### config.mk
export PLATFORM = sky130hd
export DESIGN_NAME = hazard_ctrl
export DESIGN_NICKNAME = d
export VERILOG_FILES = /design/src/rtl/hazard_pkg.sv /design/src/rtl/hazard_ctrl_md_seq.sv /design/src/rtl/hazard_ctrl.sv
export SDC_FILE = /design/constraint.sdc
export NUM_CORES = 1
export LEC_CHECK = 0
export CORE_UTILIZATION = 42
export DETAILED_ROUTE_END_ITERATION = 6
export PLACE_DENSITY = 0.79
export SETUP_SLACK_MARGIN = 0.3
export SYNTH_ARGS = -nofsm -noshare
export SYNTH_HDL_FRONTEND = slang
export SYNTH_SLANG_ARGS = --single-unit
### constraint.sdc
create_clock -name clk -period 3.4 [get_ports clk]
set_input_delay 1.02 -clock clk [delete_from_list [all_inputs] [get_ports clk]]
set_output_delay 1.02 -clock clk [all_outputs]
set_load 0.02 [all_outputs]
### src/rtl/hazard_pkg.sv
// Shared definitions for the pipeline hazard controller: mult/div sequencer
// state encoding, default mult/div latency, pipeline-control bundles
// (including the bubble pattern) and the load-use detect helper.
package hazard_pkg;

    // Sequencer states
    typedef enum logic {
        ST_RUN     = 1'b0,
        ST_MD_WAIT = 1'b1
    } mdState_t;

    // Default number of cycles a mult/div occupies EX
    localparam int MD_LAT_DEFAULT = 4;

    // Width of the mult/div down-counter (MD_LAT up to 15)
    localparam int MD_CNT_W = 4;

    // One bundle of pipeline write-enable / flush controls
    typedef struct packed {
        logic pcWrite;
        logic ifIdWrite;
        logic ifFlush;
        logic idFlush;
        logic exHold;
        logic mdStart;
    } hazCtrl_t;

    // Free-running pipeline: everything advances, nothing flushed
    localparam hazCtrl_t CTRL_RUN = '{pcWrite: 1'b1, ifIdWrite: 1'b1, default: 1'b0};

    // Load-use bubble: freeze PC and IF/ID, inject a NOP into ID/EX
    localparam hazCtrl_t CTRL_BUBBLE = '{idFlush: 1'b1, default: 1'b0};

    // Taken branch: keep fetching from the target, squash IF and ID
    localparam hazCtrl_t CTRL_BRANCH = '{pcWrite: 1'b1, ifIdWrite: 1'b1,
                                         ifFlush: 1'b1, idFlush: 1'b1, default: 1'b0};

    // Mult/div in flight: freeze IF/ID/EX, bubble into EX/M
    localparam hazCtrl_t CTRL_FREEZE = '{exHold: 1'b1, default: 1'b0};

    // First cycle of a mult/div: freeze and pulse the unit's start
    localparam hazCtrl_t CTRL_MD_START = '{exHold: 1'b1, mdStart: 1'b1, default: 1'b0};

    // A load in EX whose result the instruction in ID needs right now
    function automatic logic isLoadUse(
        input logic       memRead,
        input logic [4:0] wr,
        input logic [4:0] rs,
        input logic [4:0] rt,
        input logic       usesRt
    );
        return memRead && (wr != 5'd0) && ((wr == rs) || (usesRt && (wr == rt)));
    endfunction

endpackage

### src/rtl/hazard_ctrl_md_seq.sv
// Mult/div sequencer: tracks a multi-cycle operation held in EX with a
// down-counter, asserting hold until the final cycle and then release.
module md_seq
    import hazard_pkg::*;
#(
    parameter logic [MD_CNT_W-1:0] CNT_INIT = 4'd3
) (
    input  logic clk,
    input  logic rst,
    input  logic start,
    output logic busy,
    output logic hold,
    output logic releaseNow
);

    mdState_t              stateReg, stateNext;
    logic [MD_CNT_W-1:0]   cntReg, cntNext;

    // State and counter registers
    always_ff @(posedge clk) begin
        if (rst) begin
            stateReg <= ST_RUN;
            cntReg   <= '0;
        end else begin
            stateReg <= stateNext;
            cntReg   <= cntNext;
        end
    end

    // Next state: load the counter on start, count down, leave on the last cycle
    always_comb begin
        stateNext = stateReg;
        cntNext   = cntReg;
        case (stateReg)
            ST_RUN: begin
                if (start) begin
                    stateNext = ST_MD_WAIT;
                    cntNext   = CNT_INIT;
                end
            end
            ST_MD_WAIT: begin
                if (cntReg > 4'd1) begin
                    cntNext = cntReg - 4'd1;
                end else begin
                    stateNext = ST_RUN;
                    cntNext   = '0;
                end
            end
            default: begin
                stateNext = ST_RUN;
                cntNext   = '0;
            end
        endcase
    end

    // Outputs decoded from state and counter
    always_comb begin
        busy       = (stateReg == ST_MD_WAIT);
        hold       = (stateReg == ST_MD_WAIT) && (cntReg > 4'd1);
        releaseNow = (stateReg == ST_MD_WAIT) && (cntReg == 4'd1);
    end

endmodule

### src/rtl/hazard_ctrl.sv
// Pipeline hazard controller for the 5-stage core: load-use bubble, taken-
// branch flush, mult/div freeze and a saturating stall-cycle counter.
// Define HAZARD_MULDIV_EN to build mult/div sequencing; without it EX_MulDiv
// is ignored and MD_Start, MD_Busy and EX_Hold stay 0.
module hazard_ctrl
    import hazard_pkg::*;
#(
    parameter int MD_LAT  = MD_LAT_DEFAULT,
    parameter int STALL_W = 16
) (
    input  logic               clk,
    input  logic               rst,
    input  logic [4:0]         ID_Rs,
    input  logic [4:0]         ID_Rt,
    input  logic               ID_UsesRt,
    input  logic               EX_MemRead,
    input  logic [4:0]         EX_WR_out,
    input  logic               EX_BranchTaken,
    input  logic               EX_MulDiv,
    output logic               PCWrite,
    output logic               IF_IDWrite,
    output logic               IF_Flush,
    output logic               ID_Flush,
    output logic               EX_Hold,
    output logic               MD_Start,
    output logic               MD_Busy,
    output logic [STALL_W-1:0] StallCnt
);

    // Counter value loaded on start: the start cycle itself is the first stall
    localparam logic [MD_CNT_W-1:0] MD_CNT_INIT = MD_CNT_W'(MD_LAT - 1);

    logic               loadUse;
    logic               mdBusy;
    logic               mdHold;
    logic               mdRelease;
    logic               mdStartReq;
    hazCtrl_t           ctrl;
    logic [STALL_W-1:0] stallCntReg;

    assign loadUse = isLoadUse(EX_MemRead, EX_WR_out, ID_Rs, ID_Rt, ID_UsesRt);

`ifdef HAZARD_MULDIV_EN
    // A taken branch squashes the mult/div; a new start is only legal when idle
    assign mdStartReq = EX_MulDiv && !EX_BranchTaken && !mdBusy && !rst;

    md_seq #(
        .CNT_INIT   (MD_CNT_INIT)
    ) uMdSeq (
        .clk        (clk),
        .rst        (rst),
        .start      (mdStartReq),
        .busy       (mdBusy),
        .hold       (mdHold),
        .releaseNow (mdRelease)
    );
`else
    logic unusedMdCfg;

    assign mdStartReq  = 1'b0;
    assign mdBusy      = 1'b0;
    assign mdHold      = 1'b0;
    assign mdRelease   = 1'b0;
    assign unusedMdCfg = EX_MulDiv ^ (^MD_CNT_INIT);
`endif

    // Priority decode: reset, mult/div in flight, branch, mult/div start, load-use
    always_comb begin
        ctrl = CTRL_RUN;
        if (rst) begin
            ctrl = CTRL_RUN;
        end else if (mdBusy) begin
            if (mdHold) begin
                ctrl = CTRL_FREEZE;
            end else if (mdRelease) begin
                ctrl = CTRL_RUN;
            end
        end else if (EX_BranchTaken) begin
            ctrl = CTRL_BRANCH;
        end else if (mdStartReq) begin
            ctrl = CTRL_MD_START;
        end else if (loadUse) begin
            ctrl = CTRL_BUBBLE;
        end
    end

    assign PCWrite    = ctrl.pcWrite;
    assign IF_IDWrite = ctrl.ifIdWrite;
    assign IF_Flush   = ctrl.ifFlush;
    assign ID_Flush   = ctrl.idFlush;
    assign EX_Hold    = ctrl.exHold;
    assign MD_Start   = ctrl.mdStart;
    assign MD_Busy    = mdBusy && !rst;
    assign StallCnt   = stallCntReg;

    // Count every cycle the PC is frozen, sticking at all-ones
    always_ff @(posedge clk) begin
        if (rst) begin
            stallCntReg <= '0;
        end else if (!ctrl.pcWrite && (stallCntReg != '1)) begin
            stallCntReg <= stallCntReg + STALL_W'(1);
        end
    end

endmodule

==> results.cfg, run 1 <==
[route]
drt-initial-drc-count = 38
drtAntennaViolNets = 0
drt-total-wl_um = 2930
drcViolationCount = 0
firstDrtPassIters = 5
vias_per_cell = 5.71
wl_per_cell_um = 14.2
dr_total_vias = 1183

[yosys]
postSynthCellCount = 131
synth_most_common_cell = dfxtp_1
synth_top_family_by_area = simple AND/OR/NAND/NOR gates
synth_mux_area_share_pct = 4.27
synth_top_cell_area_share_pct = 30.4
ys_warn_count = 0
synthTopCellsByCount = dfxtp_1 (16), a21oi_1 (11), xor2_1 (9)
async_reset_ff_share_pct = 0
synthFlopType = dfxtp_1
ys_seq_area_share_pct = 30.4
synth-seq-cells = 16
synthTopCellsByArea = dfxtp_1 (30%), xor2_1 (7.5%), a21oi_1 (5.2%), o31ai_1 (5.0%), or4_1 (5.0%)
synth_edf_count = 0
syn-mean-instance-area_um2 = 8.05
synth_compound_area_share_pct = 17.7
synth_area_mm2 = 0.00105
yosys.area_share.simple_pct = 31.2
synth_xor_area_share_pct = 8.30
ys_types = 36
synth_top_area_cell = dfxtp_1
synth-adder-area-share_pct = 1.19

[sta]
final_max_slew_viol_count = 0
fmax_ghz = 0.311
rsz0062_at_grt = yes
hold_viol = 0
timing.final.crit_share_pct = 94.5
setup-tns-final_ns = 0
setup_viol = 0
whs_ns = 0.513
finalCriticalPeriod_ns = 3.21
fin_skew_ns = 0.00882

[worst_hold_path]
hp-class = reg2reg

[pwr]
power_frac_seq_pct = 47.7
p_int_w = 0.000290
total_leakage_power_nw = 0.606
swShare_pct = 26.4
peakVddDrop_uv = 273
combPwrFrac_pct = 18.9
p_sw_w = 0.000104
power.share.clock_pct = 33.4
pwr_density_cell_mw_per_mm2 = 244
finalPower_w = 0.000393

[die]
die_h_um = 52.1
row_count = 17
ios = 44
start_util_pct = 45.9
core_area_mm2 = 0.00230
die_x_um = 52.1
dieArea_mm2 = 0.00272

[critical_path]
path_class = in2out
worstPathRequired_ns = 2.38
cp_max_fo = 2
endpoint_kind = output pin
startpoint_type = input port
cp_data_arrival_time_ns = 2.19

[place]
io_buffers = 39
hpwl_um = 2080
gp_routability_congestion = 0.777

[global_routing]
antenna_found_initial = 0
grt_pass1_wl_um = 4840
grt_usage_pct = 24.4
grt_max_degree = 29
grt_pass1_vias = 1098
grt_overflow = 0

[clock_tree]
clkSlewWorstSetupHoldPaths_ns = 0.10
clk_path_buf_depth = 2
htree_levels = 1
cts_buffers = 3
cts_tree = done
root_buffer = clkbuf_4
numClockSinks = 16
clk_latency_ns = 0.30

[cells_and_area]
finalNetCount = 202
synthToLayoutAreaGrowth_pct = 52.6
drive_above_1_share_pct = 24.6
largest_register_ffs = 16
n_antenna_cell = 0

[outcome]
status = finished, final reports clean

[flow_run]
drv_cap = 0
==> worst max-delay path: stages <==
cell	delay, ns
buf_8	0.10
xor2_2	0.17
nor4_2	0.29
a32oi_2	0.16
a211oi_2	0.18
o21a_2	0.17
buf_6	0.11
==> cell families after synthesis <==
| family | after synthesis |
|---|---|
| buffers and inverters | 14 |
| other | 1 |
| XOR/XNOR | 10 |
| multiplexers | 4 |
| AO/OA/AOI/OAI | 29 |
| AND/OR/NAND/NOR | 56 |
| adder cells (fa/ha/maj) | 1 |
| flip-flops | 16 |
==> worst paths after layout <==
path | end | cells after the start | slack, ns | startpoint
setup / recovery | ID_Flush | 7 | 0.19 | EX_WR_out[1]
hold / removal | StallCnt[15] | 2 | 0.51 | StallCnt[15]
setup reg to reg | StallCnt[13] | 6 | 1.40 | StallCnt[0]
hold reg to reg | StallCnt[15] | 2 | 0.51 | StallCnt[15]
==> power by group through the flow <==
stage | Clock, W | Combinational, W | Sequential [W]
detailed placement | 0 | 0.0000683 | 0.000192
global placement | 0 | 0.0000674 | 0.000192
finish | 0.000131 | 0.0000745 | 0.000188
CTS | 0.000133 | 0.0000707 | 0.000188
floorplan | 0 | 0.0000338 | 0.000192
global route | 0.000142 | 0.0000809 | 0.000188
==> repair_timing <==
item,4_1_cts,5_1_grt
hold buffers,0,0
gates resized for setup,67,7
pin swaps,14,5
setup buffers,4,0
endpoints found under the setup margin,4,3
cloned,0,0
==> cell usage in the layout (no fill, tap or decap), types with 3 or more instances in the layout <==
cell and count:
inv_1 4, buf_4 11, nand2_1 8, o21ai_0 4, clkdlybuf4s50_1 17, nor2_1 5, conb_1 3, or3_1 4
mux2_2 4, nor2b_1 5, clkbuf_4 3, buf_6 7, and2_1 4, and4_1 3, xor2_1 7, nand3_1 4
buf_2 4, o31ai_1 7, dfxtp_1 16, or4_1 7, a21oi_1 11, dlygate4sd2_1 10, nand4_1 5
==> metrics by stage <==
step | cell area (µm²) | setup slack (ns) | util [%] | cells
2_1_floorplan | 1100 | 0.186 | - | 133
3_3_place_gp | 1510 | -0.641 | 65.9 | 199
3_5_place_dp | 1510 | -0.677 | 65.9 | 199
4_1_cts | 1600 | 0.142 | 69.6 | 207
5_1_grt | 1610 | 0.0913 | 70.0 | 207
6_report | 1610 | 0.186 | 70.0 | 207
==> cell type report <==
| class | instances | area (µm²) |
|---|---|---|
| Clock buffer | 4 | 36.3 |
| Fill cell | 192 | 688 |
| Inverter | 4 | 15.0 |
| Multi-Input combinational cell | 103 | 733 |
| Sequential cell | 16 | 320 |
| Tap cell | 28 | 35.0 |
| Timing Repair Buffer | 52 | 469 |
==> per-layer routing <==
| layer | part of all wire (%) | track usage [%] | vias to the layer above |
|---|---|---|---|
| li1 | - | - | 578 |
| met1 | 43 | 28.8 | 568 |
| met2 | 51 | 41.9 | 30 |
| met3 | 4.3 | 7.02 | 7 |
| met4 | 1.6 | 7.66 | 0 |
| met5 | 0 | 0 | - |
Power figures use the tool's default switching activity.
==> inputs of run 2 (changes only) <==
==> constraint.sdc (replaced) <==
create_clock -name clk -period 3.52 [get_ports clk]
set_input_delay 1.056 -clock clk [delete_from_list [all_inputs] [get_ports clk]]
set_output_delay 1.056 -clock clk [all_outputs]
set_load 0.02 [all_outputs]
==> results.cfg, run 2 (synthesis results as in run 1) <==
[outcome]
status = finished, final reports clean

[critical_path]
endpoint_kind = output pin
cpLargestDelayFamily = compound AO/OA/AOI/OAI gates
startpoint_type = input port
path_class = in2out
worstPathRequired_ns = 2.46
cp_num_buf_inv = 3
crit_path_cell_trace = buf_6, xor2_2, nor4_2, a32oi_1, buf_4, a211oi_2, o21a_2, buf_6
cp_max_fo = 2
cpMaxStageDelayCell = nor4_2
max_stage_delay_ns = 0.29
cp_data_arrival_time_ns = 2.34
critPathMostFrequentCell = buf_6

[worst_hold_path]
hp-class = reg2reg

[cells_and_area]
final_common_cell = clkdlybuf4s50_1
largest_register_ffs = 16
finalNetCount = 203
fillers = 191
synthToLayoutAreaGrowth_pct = 51.1
layoutNonFillerInstCount = 209
layout_common_cells = clkdlybuf4s50_1 (19), dfxtp_1 (16), a21oi_1 (11), buf_4 (11), buf_6 (10)
drive_above_1_share_pct = 23.3

[global_routing]
grt_usage_pct = 22.0
grt_overflow = 0
grt_pass1_vias = 1055
grt_max_degree = 29
grt_pass1_wl_um = 4460
antenna_found_initial = 0

[place]
placed_cells = 199
gp_routability_congestion = 0.776
io_buffers = 39
hpwl_um = 2150
place_worst_setup_slack_ns = -0.655

[die]
die_h_um = 52.1
die_x_um = 52.1
row_count = 17
core_area_mm2 = 0.00230
start_util_pct = 45.9
dieArea_mm2 = 0.00272
ios = 44

[clock_tree]
clk_latency_ns = 0.30
cts_buffers = 3
root_buffer = clkbuf_4
numClockSinks = 16
clkSlewWorstSetupHoldPaths_ns = 0.11
hold_buffers = 0
clk_path_buf_depth = 2
htree_levels = 1
cts_tree = done

[sta]
rsz0062_at_grt = yes
setup_ws_ns = 0.122
fmax_ghz = 0.294
final_max_slew_viol_count = 0
timing.final.crit_share_pct = 96.5
finalCriticalPeriod_ns = 3.40
hold_viol = 0
fin_skew_ns = 0.0144
setup_viol = 0

[pwr]
total_leakage_power_nw = 0.599
pwr_density_cell_mw_per_mm2 = 238
peakVddDrop_uv = 264

[route]
vias_per_cell = 5.64
drtAntennaViolNets = 0
wl_per_cell_um = 14.2
drt-initial-drc-count = 17
firstDrtPassIters = 4
drcViolationCount = 0
dr_total_vias = 1179
drt-total-wl_um = 2980

[flow_run]
drv_cap = 0
run 2: layout make-up:
class	count	area (µm²)	share of cell area, %
clock buffers	4	36.3	2.28
inverters	4	15.0	0.942
repair buffers	53	480	30.1
well taps	28	35.0	2.20
multi-input cells	103	704	44.2
diodes	1	2.50	0.157
flip-flops and latches	16	320	20.1
run 2: timing repair:
action | CTS | global route
setup endpoints to repair | 4 | 3
setup buffers | 4 | 1
pin swaps | 13 | 6
gates resized for setup | 63 | 9
run 2: tightest hold or removal path, stage by stage (launching register included):
cell and delay, ns:
dfxtp_1 0.35, o31ai_1 0.07, a21oi_1 0.06
run 2: where the power goes:
part           internal [W]  switching, W  leakage, nW  total (W)
combinational     0.0000355     0.0000350        0.449  0.0000705
clock             0.0000631     0.0000651       0.0210   0.000128
sequential         0.000181   0.000000159        0.129   0.000181
run 2: layer usage:
layer,GRT usage [%],vias to the layer above,part of all wire [%]
met2,39.5,26,53
met5,0,-,0
met3,7.02,2,3.8
met4,4.95,0,0.30
li1,-,585,-
met1,25.0,566,43
run 2: final timing paths:
kind | from | endpoint | slack (ns) | cells after the start
max | ID_Rt[1] | ID_Flush | 0.12 | 8
min | StallCnt[15] | StallCnt[15] | 0.52 | 2
max reg2reg | StallCnt[0] | StallCnt[13] | 1.49 | 6
min reg2reg | StallCnt[15] | StallCnt[15] | 0.52 | 2
run 2: per-stage QoR:
step	area [µm²]	TNS, ns	hold slack, ns	power, W	utilization (%)
floorplan	1100	0	0.560	0.000218	-
CTS	1560	0	0.507	0.000373	68.0
global placement	1510	-1.62	0.480	0.000250	65.9
finish	1590	0	0.516	0.000380	69.4
global route	1590	0	0.559	0.000395	69.3
detailed placement	1510	-1.68	0.491	0.000252	65.9
==> inputs of run 3 (changes only) <==
--- a/config.mk
+++ b/config.mk
@@ -5,6 +5,7 @@
 export SDC_FILE = /design/constraint.sdc
 export NUM_CORES = 1
 export LEC_CHECK = 0
+export CORE_MARGIN = 4
 export CORE_UTILIZATION = 42
 export DETAILED_ROUTE_END_ITERATION = 6
 export PLACE_DENSITY = 0.79
==> constraint.sdc (replaced) <==
create_clock -name clk -period 3.28 [get_ports clk]
set_input_delay 0.984 -clock clk [delete_from_list [all_inputs] [get_ports clk]]
set_output_delay 0.984 -clock clk [all_outputs]
set_load 0.02 [all_outputs]
==> results.cfg, run 3 (synthesis results as in run 1) <==
[sta]
finalCriticalPeriod_ns = 3.16
final_max_slew_viol_count = 0
fmax_ghz = 0.316
rsz0062_at_grt = yes
hold_viol = 0
setup_viol = 0
timing.final.crit_share_pct = 96.4
fin_skew_ns = 0.00433

[pwr]
power.share.clock_pct = 33.6
combPwrFrac_pct = 19.1
p_int_w = 0.000301
swShare_pct = 26.8
finalPower_w = 0.000411
p_sw_w = 0.000110
pwr_density_cell_mw_per_mm2 = 254
peakVddDrop_uv = 303
total_leakage_power_nw = 0.601
power_frac_seq_pct = 47.3

[place]
io_buffers = 39
gp_routability_congestion = 0.780
placed_cells = 199
placed_area_mm2 = 0.00151
hpwl_um = 2320

[die]
die_h_um = 58.1
die_x_um = 58.1
row_count = 17
start_util_pct = 45.9
ios = 44
dieArea_mm2 = 0.00338
core_area_mm2 = 0.00230

[cells_and_area]
final_common_cell = clkdlybuf4s50_1
drive_above_1_share_pct = 24.9
fin_util_pct = 70.4
fillers = 176
finalNetCount = 200
layout_common_cells = clkdlybuf4s50_1 (17), dfxtp_1 (16), a21oi_1 (11)
layoutNonFillerInstCount = 205
largest_register_ffs = 16
final_area_mm2 = 0.00162
n_antenna_cell = 0
synthToLayoutAreaGrowth_pct = 53.3

[global_routing]
grt_overflow = 0
grt_pass1_wl_um = 5110
grt_usage_pct = 19.0
grt_pass1_vias = 1161
grt_max_degree = 27
antenna_found_initial = 0

[route]
firstDrtPassIters = 4
vias_per_cell = 5.68
dr_total_vias = 1164
drt-total-wl_um = 3030
drt-initial-drc-count = 34
drtAntennaViolNets = 0
drcViolationCount = 0
wl_per_cell_um = 14.8

[clock_tree]
numClockSinks = 16
root_buffer = clkbuf_4
cts_tree = done
cts_buffers = 3
hold_buffers = 0
clkSlewWorstSetupHoldPaths_ns = 0.10
clk_latency_ns = 0.30
htree_levels = 1
clk_path_buf_depth = 2

[flow_run]
drv_cap = 0

[critical_path]
startpoint_type = input port
worstPathRequired_ns = 2.30
endpoint_kind = output pin
path_class = in2out
cp_max_fo = 3
cp_data_arrival_time_ns = 2.18

[worst_hold_path]
hp-class = reg2reg

[outcome]
status = finished, final reports clean
[run 3: changes by cell type in the layout (fill, tap and decap cells not counted), moves of 2 or more]
| cell | delta |
|---|---|
| buf_6 | -2 |
| clkdlybuf4s50_1 | -2 |
| buf_2 | -2 |
| clkdlybuf4s15_1 | +2 |
[run 3: final cells by class]
cell class / count / area (µm²) / area share (%)
flip-flops and latches: 16 / 320 / 19.8
multi-input cells: 103 / 743 / 46.0
well taps: 28 / 35.0 / 2.17
repair buffers: 50 / 467 / 28.9
inverters: 4 / 15.0 / 0.929
clock buffers: 4 / 36.3 / 2.24
[run 3: worst paths after layout]
kind / start / endpoint / slack [ns] / depth (start not counted)
max: EX_WR_out[2] / ID_Flush / 0.12 / 7
min: StallCnt[15] / StallCnt[15] / 0.51 / 2
max reg2reg: StallCnt[0] / StallCnt[13] / 1.23 / 6
min reg2reg: StallCnt[15] / StallCnt[15] / 0.51 / 2
[run 3: critical path: stages]
cell      delay (ns)
buf_8           0.10
xor2_2          0.17
nor4_2          0.30
a32oi_2         0.19
a211oi_2        0.16
o21a_2          0.16
buf_6           0.11
[run 3: through the flow]
| stage | setup slack (ns) | hold slack, ns | TNS (ns) |
|---|---|---|---|
| final | 0.118 | 0.510 | 0 |
| after CTS | 0.105 | 0.515 | 0 |
| after detailed placement | -0.764 | 0.497 | -2.31 |
| after global placement | -0.722 | 0.479 | -2.16 |
| after floorplan | 0.138 | 0.560 | 0 |
| after global routing | 0.0650 | 0.549 | 0 |
[run 3: timing repair]
item,CTS,global route
buffers inserted,2,0
gates resized for setup,75,5
pin swaps,16,5
setup endpoints to repair,4,3
[run 3: metal layers]
layer / vias up / GRT usage (%) / wire length (µm)
li1: 572 / - / -
met1: 543 / 22.5 / 1210
met2: 47 / 32.3 / 1570
met3: 2 / 6.24 / 236
met4: 0 / 5.63 / 14
met5: - / 0 / 0
[run 3: power by group through the flow]
stage	logic, W	registers [W]	clock network (W)
2_1_floorplan	0.0000350	0.000199	0
3_3_place_gp	0.0000697	0.000199	0
3_5_place_dp	0.0000722	0.000199	0
4_1_cts	0.0000764	0.000194	0.000141
5_1_grt	0.0000839	0.000195	0.000153
6_report	0.0000785	0.000194	0.000138
